<file path="src/rtl/rtc_port_regbank.sv">
`default_nettype none
// ============================================================================
//  Module      : rtc_port_regbank
//  Description : CPU port-mapped register bank for an RTC front end.
//                - Write registers that are driven to the RTC writer.
//                - A snapshot of the RTC read-back that stays consistent
//                  while the CPU reads it, with a one-deep pending buffer.
//                - A request/acknowledge handshake FSM for the RTC writer.
//                - A status register.
//  Revision    : 1.0 - initial release
// ============================================================================
module rtc_port_regbank #(
   parameter int         DW        = 8,
   parameter int         N_CH      = 9,
   parameter logic [7:0] WR_BASE   = 8'h01,
   parameter logic [7:0] RD_BASE   = 8'h0C,
   parameter logic [7:0] CTRL_ADDR = 8'h0A,
   parameter logic [7:0] STAT_ADDR = 8'h0B
) (
   input  logic               clk,
   input  logic               rst_n,
   input  logic               write_i,
   input  logic               read_i,
   input  logic [7:0]         port_id_i,
   input  logic [DW-1:0]      out_port_i,
   output logic [DW-1:0]      in_port_o,
   output logic [N_CH*DW-1:0] wr_regs_o,
   input  logic [N_CH*DW-1:0] rd_in_i,
   input  logic               rd_valid_i,
   input  logic               listo_es_i,
   output logic               listo_esc_o,
   output logic               listo_ht_o
);

   // ------------------------------------------------------------------------
   // Address map constants and elaboration-time parameter checks
   // ------------------------------------------------------------------------
   localparam int c_WR_LO   = int'(WR_BASE);
   localparam int c_WR_HI   = c_WR_LO + N_CH - 1;
   localparam int c_RD_LO   = int'(RD_BASE);
   localparam int c_RD_HI   = c_RD_LO + N_CH - 1;
   localparam int c_CTRL    = int'(CTRL_ADDR);
   localparam int c_STAT    = int'(STAT_ADDR);

   localparam bit c_OVERLAP =
      ((c_WR_LO <= c_RD_HI) && (c_RD_LO <= c_WR_HI)) ||
      ((c_CTRL >= c_WR_LO) && (c_CTRL <= c_WR_HI))   ||
      ((c_CTRL >= c_RD_LO) && (c_CTRL <= c_RD_HI))   ||
      ((c_STAT >= c_WR_LO) && (c_STAT <= c_WR_HI))   ||
      ((c_STAT >= c_RD_LO) && (c_STAT <= c_RD_HI))   ||
      (c_CTRL == c_STAT)                             ||
      (c_WR_HI > 255) || (c_RD_HI > 255);

   // Lock only makes sense when the first and last snapshot addresses differ.
   localparam bit         c_LOCK_EN  = (N_CH > 1);
   localparam logic [7:0] c_RD_LAST  = 8'(c_RD_HI);

   if (c_OVERLAP) begin : g_addr_overlap
      $error("rtc_port_regbank: overlapping or out-of-range port address map");
   end
   if ((N_CH < 1) || (N_CH > 16)) begin : g_nch_range
      $error("rtc_port_regbank: N_CH must be in 1..16");
   end
   if (DW < 5) begin : g_dw_range
      $error("rtc_port_regbank: DW must be at least 5 to hold the status word");
   end

   // ------------------------------------------------------------------------
   // Handshake FSM encoding
   // ------------------------------------------------------------------------
   localparam logic [1:0] c_IDLE = 2'd0;
   localparam logic [1:0] c_REQ  = 2'd1;
   localparam logic [1:0] c_ACK  = 2'd2;

   // ------------------------------------------------------------------------
   // State
   // ------------------------------------------------------------------------
   logic [DW-1:0]      wr_q [N_CH];
   logic [DW-1:0]      wr_d [N_CH];
   logic [N_CH*DW-1:0] snap_q,  snap_d;
   logic [N_CH*DW-1:0] pbuf_q,  pbuf_d;
   logic [DW-1:0]      rdata_q, rdata_d;
   logic               new_q,   new_d;
   logic               pend_q,  pend_d;
   logic               lock_q,  lock_d;
   logic               ht_q,    ht_d;
   logic [1:0]         state_q, state_d;

   // ------------------------------------------------------------------------
   // Address decode
   // ------------------------------------------------------------------------
   logic [N_CH-1:0] wr_sel;
   logic [N_CH-1:0] rd_sel;
   logic            ctrl_hit;
   logic            stat_hit;
   logic            req_hit;
   logic            lock_set;
   logic            lock_clr;
   logic            lock_eff;
   logic            commit;
   logic [4:0]      status;

   for (genvar gi = 0; gi < N_CH; gi++) begin : g_ch
      assign wr_sel[gi]               = (port_id_i == 8'(c_WR_LO + gi));
      assign rd_sel[gi]               = (port_id_i == 8'(c_RD_LO + gi));
      assign wr_regs_o[gi*DW +: DW]   = wr_q[gi];
   end

   assign ctrl_hit = (port_id_i == CTRL_ADDR);
   assign stat_hit = (port_id_i == STAT_ADDR);
   assign req_hit  = write_i && ctrl_hit && out_port_i[0];
   assign lock_set = c_LOCK_EN && read_i && (port_id_i == RD_BASE);
   assign lock_clr = read_i && (port_id_i == c_RD_LAST);

   // Lock as seen by an rd_valid on this edge: a read of the first snapshot
   // byte already protects the snapshot, and a read of the last one already
   // releases it, so a coinciding rd_valid commits directly.
   assign lock_eff = (lock_q | lock_set) & ~lock_clr;

   assign status   = {lock_q, pend_q, (state_q == c_ACK), (state_q == c_REQ), new_q};

   // Write-register next state: only the addressed channel loads.
   always_comb begin
      for (int i = 0; i < N_CH; i++) begin
         wr_d[i] = wr_q[i];
         if (write_i && wr_sel[i]) begin
            wr_d[i] = out_port_i;
         end
      end
   end

   // Snapshot / pending buffer / flags next state.
   always_comb begin
      snap_d = snap_q;
      pbuf_d = pbuf_q;
      pend_d = pend_q;
      commit = 1'b0;
      if (rd_valid_i && !lock_eff) begin
         // Fresh data is always newer than anything pending.
         snap_d = rd_in_i;
         pend_d = 1'b0;
         commit = 1'b1;
      end else if (rd_valid_i) begin
         // Snapshot is being read: park the data, latest wins.
         pbuf_d = rd_in_i;
         pend_d = 1'b1;
      end else if (pend_q && !lock_q && !lock_set) begin
         // Lock released on an earlier edge: flush the parked data.
         snap_d = pbuf_q;
         pend_d = 1'b0;
         commit = 1'b1;
      end
      ht_d   = commit;
      lock_d = lock_eff;
      // A commit wins over a status read clearing NEW.
      if (commit) begin
         new_d = 1'b1;
      end else if (read_i && stat_hit) begin
         new_d = 1'b0;
      end else begin
         new_d = new_q;
      end
   end

   // Read-back mux, registered every cycle from the current port address.
   always_comb begin
      rdata_d = '0;
      if (stat_hit) begin
         rdata_d = DW'(status);
      end
      for (int i = 0; i < N_CH; i++) begin
         if (rd_sel[i]) begin
            rdata_d = snap_q[i*DW +: DW];
         end
         if (wr_sel[i]) begin
            rdata_d = wr_q[i];
         end
      end
   end

   // Datapath and flag registers with asynchronous clear.
   always_ff @(posedge clk or negedge rst_n) begin
      if (!rst_n) begin
         for (int i = 0; i < N_CH; i++) begin
            wr_q[i] <= '0;
         end
         snap_q  <= '0;
         pbuf_q  <= '0;
         rdata_q <= '0;
         new_q   <= 1'b0;
         pend_q  <= 1'b0;
         lock_q  <= 1'b0;
         ht_q    <= 1'b0;
      end else begin
         for (int i = 0; i < N_CH; i++) begin
            wr_q[i] <= wr_d[i];
         end
         snap_q  <= snap_d;
         pbuf_q  <= pbuf_d;
         rdata_q <= rdata_d;
         new_q   <= new_d;
         pend_q  <= pend_d;
         lock_q  <= lock_d;
         ht_q    <= ht_d;
      end
   end

   // Handshake FSM state register.
   always_ff @(posedge clk or negedge rst_n) begin
      if (!rst_n) begin
         state_q <= c_IDLE;
      end else begin
         state_q <= state_d;
      end
   end

   // Handshake FSM next state; requests outside IDLE are dropped.
   always_comb begin
      state_d = state_q;
      case (state_q)
         c_IDLE:  if (req_hit)     state_d = c_REQ;
         c_REQ:   if (listo_es_i)  state_d = c_ACK;
         c_ACK:   if (!listo_es_i) state_d = c_IDLE;
         default:                  state_d = c_IDLE;
      endcase
   end

   // Handshake FSM outputs: request level is decoded from the state register
   // so it falls together with the asynchronous reset.
   always_comb begin
      listo_esc_o = (state_q == c_REQ);
   end

   assign in_port_o  = rdata_q;
   assign listo_ht_o = ht_q;

endmodule
`default_nettype wire
</file>
<file path="config.mk">
export PLATFORM = sky130hd
export DESIGN_NAME = rtc_port_regbank
export DESIGN_NICKNAME = d
export VERILOG_FILES = /design/src/rtl/rtc_port_regbank.sv
export SDC_FILE = /design/constraint.sdc
export NUM_CORES = 1
export LEC_CHECK = 0
export ABC_AREA = 1
export CELL_PAD_IN_SITES_DETAIL_PLACEMENT = 1
export CELL_PAD_IN_SITES_GLOBAL_PLACEMENT = 2
export CORE_UTILIZATION = 38
export CTS_CLUSTER_DIAMETER = 120
export DETAILED_ROUTE_END_ITERATION = 16
export DONT_BUFFER_PORTS = 1
export PLACE_DENSITY_LB_ADDON = 0.1
export SETUP_SLACK_MARGIN = 0.05
export SLEW_MARGIN = 20
export SYNTH_ARGS = -nofsm -noshare
export SYNTH_HDL_FRONTEND = slang
export SYNTH_SLANG_ARGS = --single-unit
export TNS_END_PERCENT = 20
</file>
<file path="constraint.sdc">
create_clock -name clk -period 1.71 [get_ports clk]
set_input_delay 0.513 -clock clk [delete_from_list [all_inputs] [get_ports clk]]
set_output_delay 0.513 -clock clk [all_outputs]
set_load 0.01 [all_outputs]
</file>
==> summary.txt <==
Die
  • Count of pins on the block boundary: 176
  • Core ar.: 26,950 sq um
  • Chip height: 167.6 um
  • Initial standard-cell utilization of the core: 38.66%
  • Die W: 167.6 um
  • Die Footprint: 28,090 sq um
  • Number of cell rows: 60

Critical path
  • Endpoint of the lowest-slack register-to-register path: in_port_o[1]
  • Kind of end point of the critical path: output port
  • Startpoint type of the worst setup path: register
  • Top fanout value on the critical path: 3
  • FF-to-FF Start: state_q[0]
  • Top delay family on crit path: flip-flops
  • Data required time at the worst endpoint: 1200 ps
  • Delay of the slowest cell on the worst path: 380 ps
  • Critical Path Source: state_q[1]
  • Worst path slowest cell: dfrtp_1
  • Reg-to-reg slack, setup: 80 ps
  • Worst R2R Path Depth: 13
  • Crit path arrival time: 1270 ps
  • Chain of cells forming the critical path: buf_4 -> nor2_4 -> buf_6
  • End of the critical path: listo_esc_o
  • Critical setup path kind: register to output port
  • Depth of the critical timing path with buffers and inverters included: 3
  • Total buffers and inverters traversed by the critical path: 2

Yosys
  • Most frequent cells after synthesis: nand2_1 (327), dfrtp_1 (230), inv_1 (143)
  • Multiplexer fraction of the synthesized cell area: 0%
  • Post-synthesis cell type count: 34
  • Largest cells by area after synthesis: dfrtp_1 (55%), nand2_1 (12%), o21ai_0 (6.4%)
  • Post-synthesis share of cell area spent on xor and xnor gates: 0%
  • Proportion of synthesized chip area in sequential cells: 55.24%
  • Post-Syn Area per Cell: 8.555 sq um
  • Syn nets: 1,312
  • Adder and majority gate portion of the synthesized area: 0%
  • Most used standard cell by instance count after synthesis: nand2_1
  • Number of warning messages in the yosys log: 0
  • Fraction of the mapped netlist area in simple logic gates: 23.16%
  • Largest family of logic cells by synthesized area: simple AND/OR/NAND/NOR gates
  • Post-synth top area share: 55.24%
  • #FFs+latches synth: 230
  • Cells after Synth: 1,218
  • Synth Area in Compound Gates: 13.35%
  • Area leader, netlist: dfrtp_1
  • Most common flop cell mapped by yosys: dfrtp_1
  • Share of synthesized flip-flops with an asynchronous set or reset: 100.0%
  • Netlist Area Pre-Place: 10,420 sq um
  • Number of enable flip-flop cells after synthesis: 0

Clocking
  • Buffer cell driving the clock tree root: clkbuf_16
  • H-tree level count: 1
  • Clock-pin transition on the worst setup and hold timing paths: 60 ps
  • Number of buffers added by the clock tree synthesis step: 27
  • Clock buffer depth: 3
  • TritonCTS clock tree: yes
  • Clk sink count: 230
  • Clock latency on the worst-skew pair: 540 ps

STA
  • Min cycle time layout: 1780 ps
  • Count of endpoints failing setup in the final report: 1
  • Final cycle utilization of the critical path: 104.1%
  • Worst-margin pin slew: 539.4 ps
  • Worst setup margin: -69.94 ps
  • Slew Viols, Final: 0
  • Slew HR: 63.90%
  • RSZ-0062 raised after global routing: yes
  • Final hold viol count: 230
  • Worst setup skew after layout: 19.22 ps
  • Worst hold slack: -336.9 ps
  • Max Freq: 561.8 MHz

Worst hold path
  • Hold crit path type: input pin to async pin

Final layout
  • Final instance area: 12,460 sq um
  • Area delta synth->final: 19.55%
  • Layout Utilization: 46.22%
  • Diode insertion count for antenna repair: 0
  • Non-Filler Instances: 1,639
  • Layout cell share with drive strength beyond 1: 16.02%
  • Fillers: 3,136
  • NumNets Final: 1,377

Route
  • M1 wire length: 17,550 um
  • Vias per inst: 5.312
  • Total wirelength of the detailed-routed design: 34,450 um
  • Antenna viol nets, final: 0
  • Detailed router's first-iteration violation count: 622
  • DRC: 0
  • Met2 WL post-DR: 14,670 um
  • Highest Signal Layer: met4
  • Number of detailed-routing iterations run before antenna repair: 5
  • Average detailed-routed wire length per instance: 21.02 um
  • Sum of met3 wire segment lengths after detailed routing: 1720 um
  • Overall via count from detail_route: 8,707

Global routing
  • Wire length of the first global-routing pass: 53,470 um
  • Via count of the first global-routing pass: 8,637
  • Total congestion overflow: 0
  • Antenna violations before repair: 0
  • Global router's overall resource usage: 24.89%
  • Maximum number of pins on one net before global-route repair: 231

Placement
  • Placed cell areas: 11,420 sq um
  • Placed cell count: 1,586
  • Count of buffers from port buffering: 0
  • Placed wire-length estimate: 25,090 um
  • Placer's final routability congestion estimate: 0.9051
  • Setup slack at placement: -492.5 ps

Pwr
  • Largest voltage drop on the vdd net: 0.7908 mV
  • Static Leakage: 5.828 nW
  • Power Dens Cells: 1137 nW/um^2
  • Total power of the final layout: 0.01416 W

Flow run
  • Max capacitance violation total: 0

Run status
  • Violated checks: negative hold slack, negative setup slack
  • Run status: complete, but fails checks
cells by family (layout without fill, tap and decap cells):
group / after synthesis / count (layout)
DFF: 230 / 230
AOI/OAI and AO/OA: 231 / 231
buffers and inverters: 211 / 291
and+or+nand+nor: 546 / 546
where the power goes:
| group | total, W | internal (W) | switching, W |
|---|---|---|---|
| clock | 0.00553 | 0.00324 | 0.00229 |
| sequential | 0.00704 | 0.00638 | 0.000654 |
| combinational | 0.00159 | 0.000653 | 0.000935 |
| total | 0.0142 | 0.0103 | 0.00388 |
metal layers:
layer / up-vias / GRT usage, %
li1: 4147 / -
met1: 4319 / 38.60
met2: 212 / 36.43
met3: 29 / 4.065
met4: 0 / 4.587
met5: - / 0
cell usage in the layout (no fill, tap or decap), drive strengths merged:
cell type,count
nor2,51
clkbuf,36
o211ai,44
inv,153
o21a,1
o31ai,1
nand2,335
o32ai,1
bufinv,1
nand3,118
a21oi,4
dfrtp,230
nor3,5
o21ai,151
o221ai,28
or2,5
nand4,30
clkinv,6
clkinvlp,1
nor4,2
a31oi,1
buf,94
sequential cells by signal, indices dropped and copies added, names as in the netlist:
signal	cells
in_port_o	8
listo_ht_o	1
state_q	2
pbuf_q	72
new_q	1
lock_q	1
pend_q	1
snap_q	72
wr_regs_o	72
final cells by class:
cell class                 instances  area [sq um]  share of cell area, %
sequential                       230          5758                  46.22
inverter                         153         578.1                  4.640
multi-input combinational        777          3960                  31.79
clock buffer                      36         759.5                  6.097
timing repair buffer              94         895.9                  7.192
tap                              341         426.7                  3.425
clock inverter                     8         78.83                 0.6328
how the worst min path moves through the flow:
stage | end | slack, ps | depth (start not counted)
floorplan | in_port_o[0] | 220 | 0
global placement | wr_regs_o[23] | 220 | 0
detailed placement | wr_regs_o[23] | 220 | 0
CTS | wr_regs_o[30] | -360 | 0
global route | wr_regs_o[30] | -360 | 0
finish | wr_regs_o[30] | -340 | 0
through the flow:
stage          hold slack (ps)  TNS [ps]
4_1_cts                 -360.0    -29.17
6_report                -336.9    -69.94
3_5_place_dp             223.7    -59540
2_1_floorplan            217.4    -20650
5_1_grt                 -355.7    -345.5
3_3_place_gp             223.2    -54360
timing repair:
action                     4_1_cts  5_1_grt
setup buffers                    2        7
gates resized for setup          8       31
setup endpoints to repair        8       39
pin swaps                        7       18
hold endpoints to repair       230      230
Note: power is estimated with default switching activity, not from simulation.
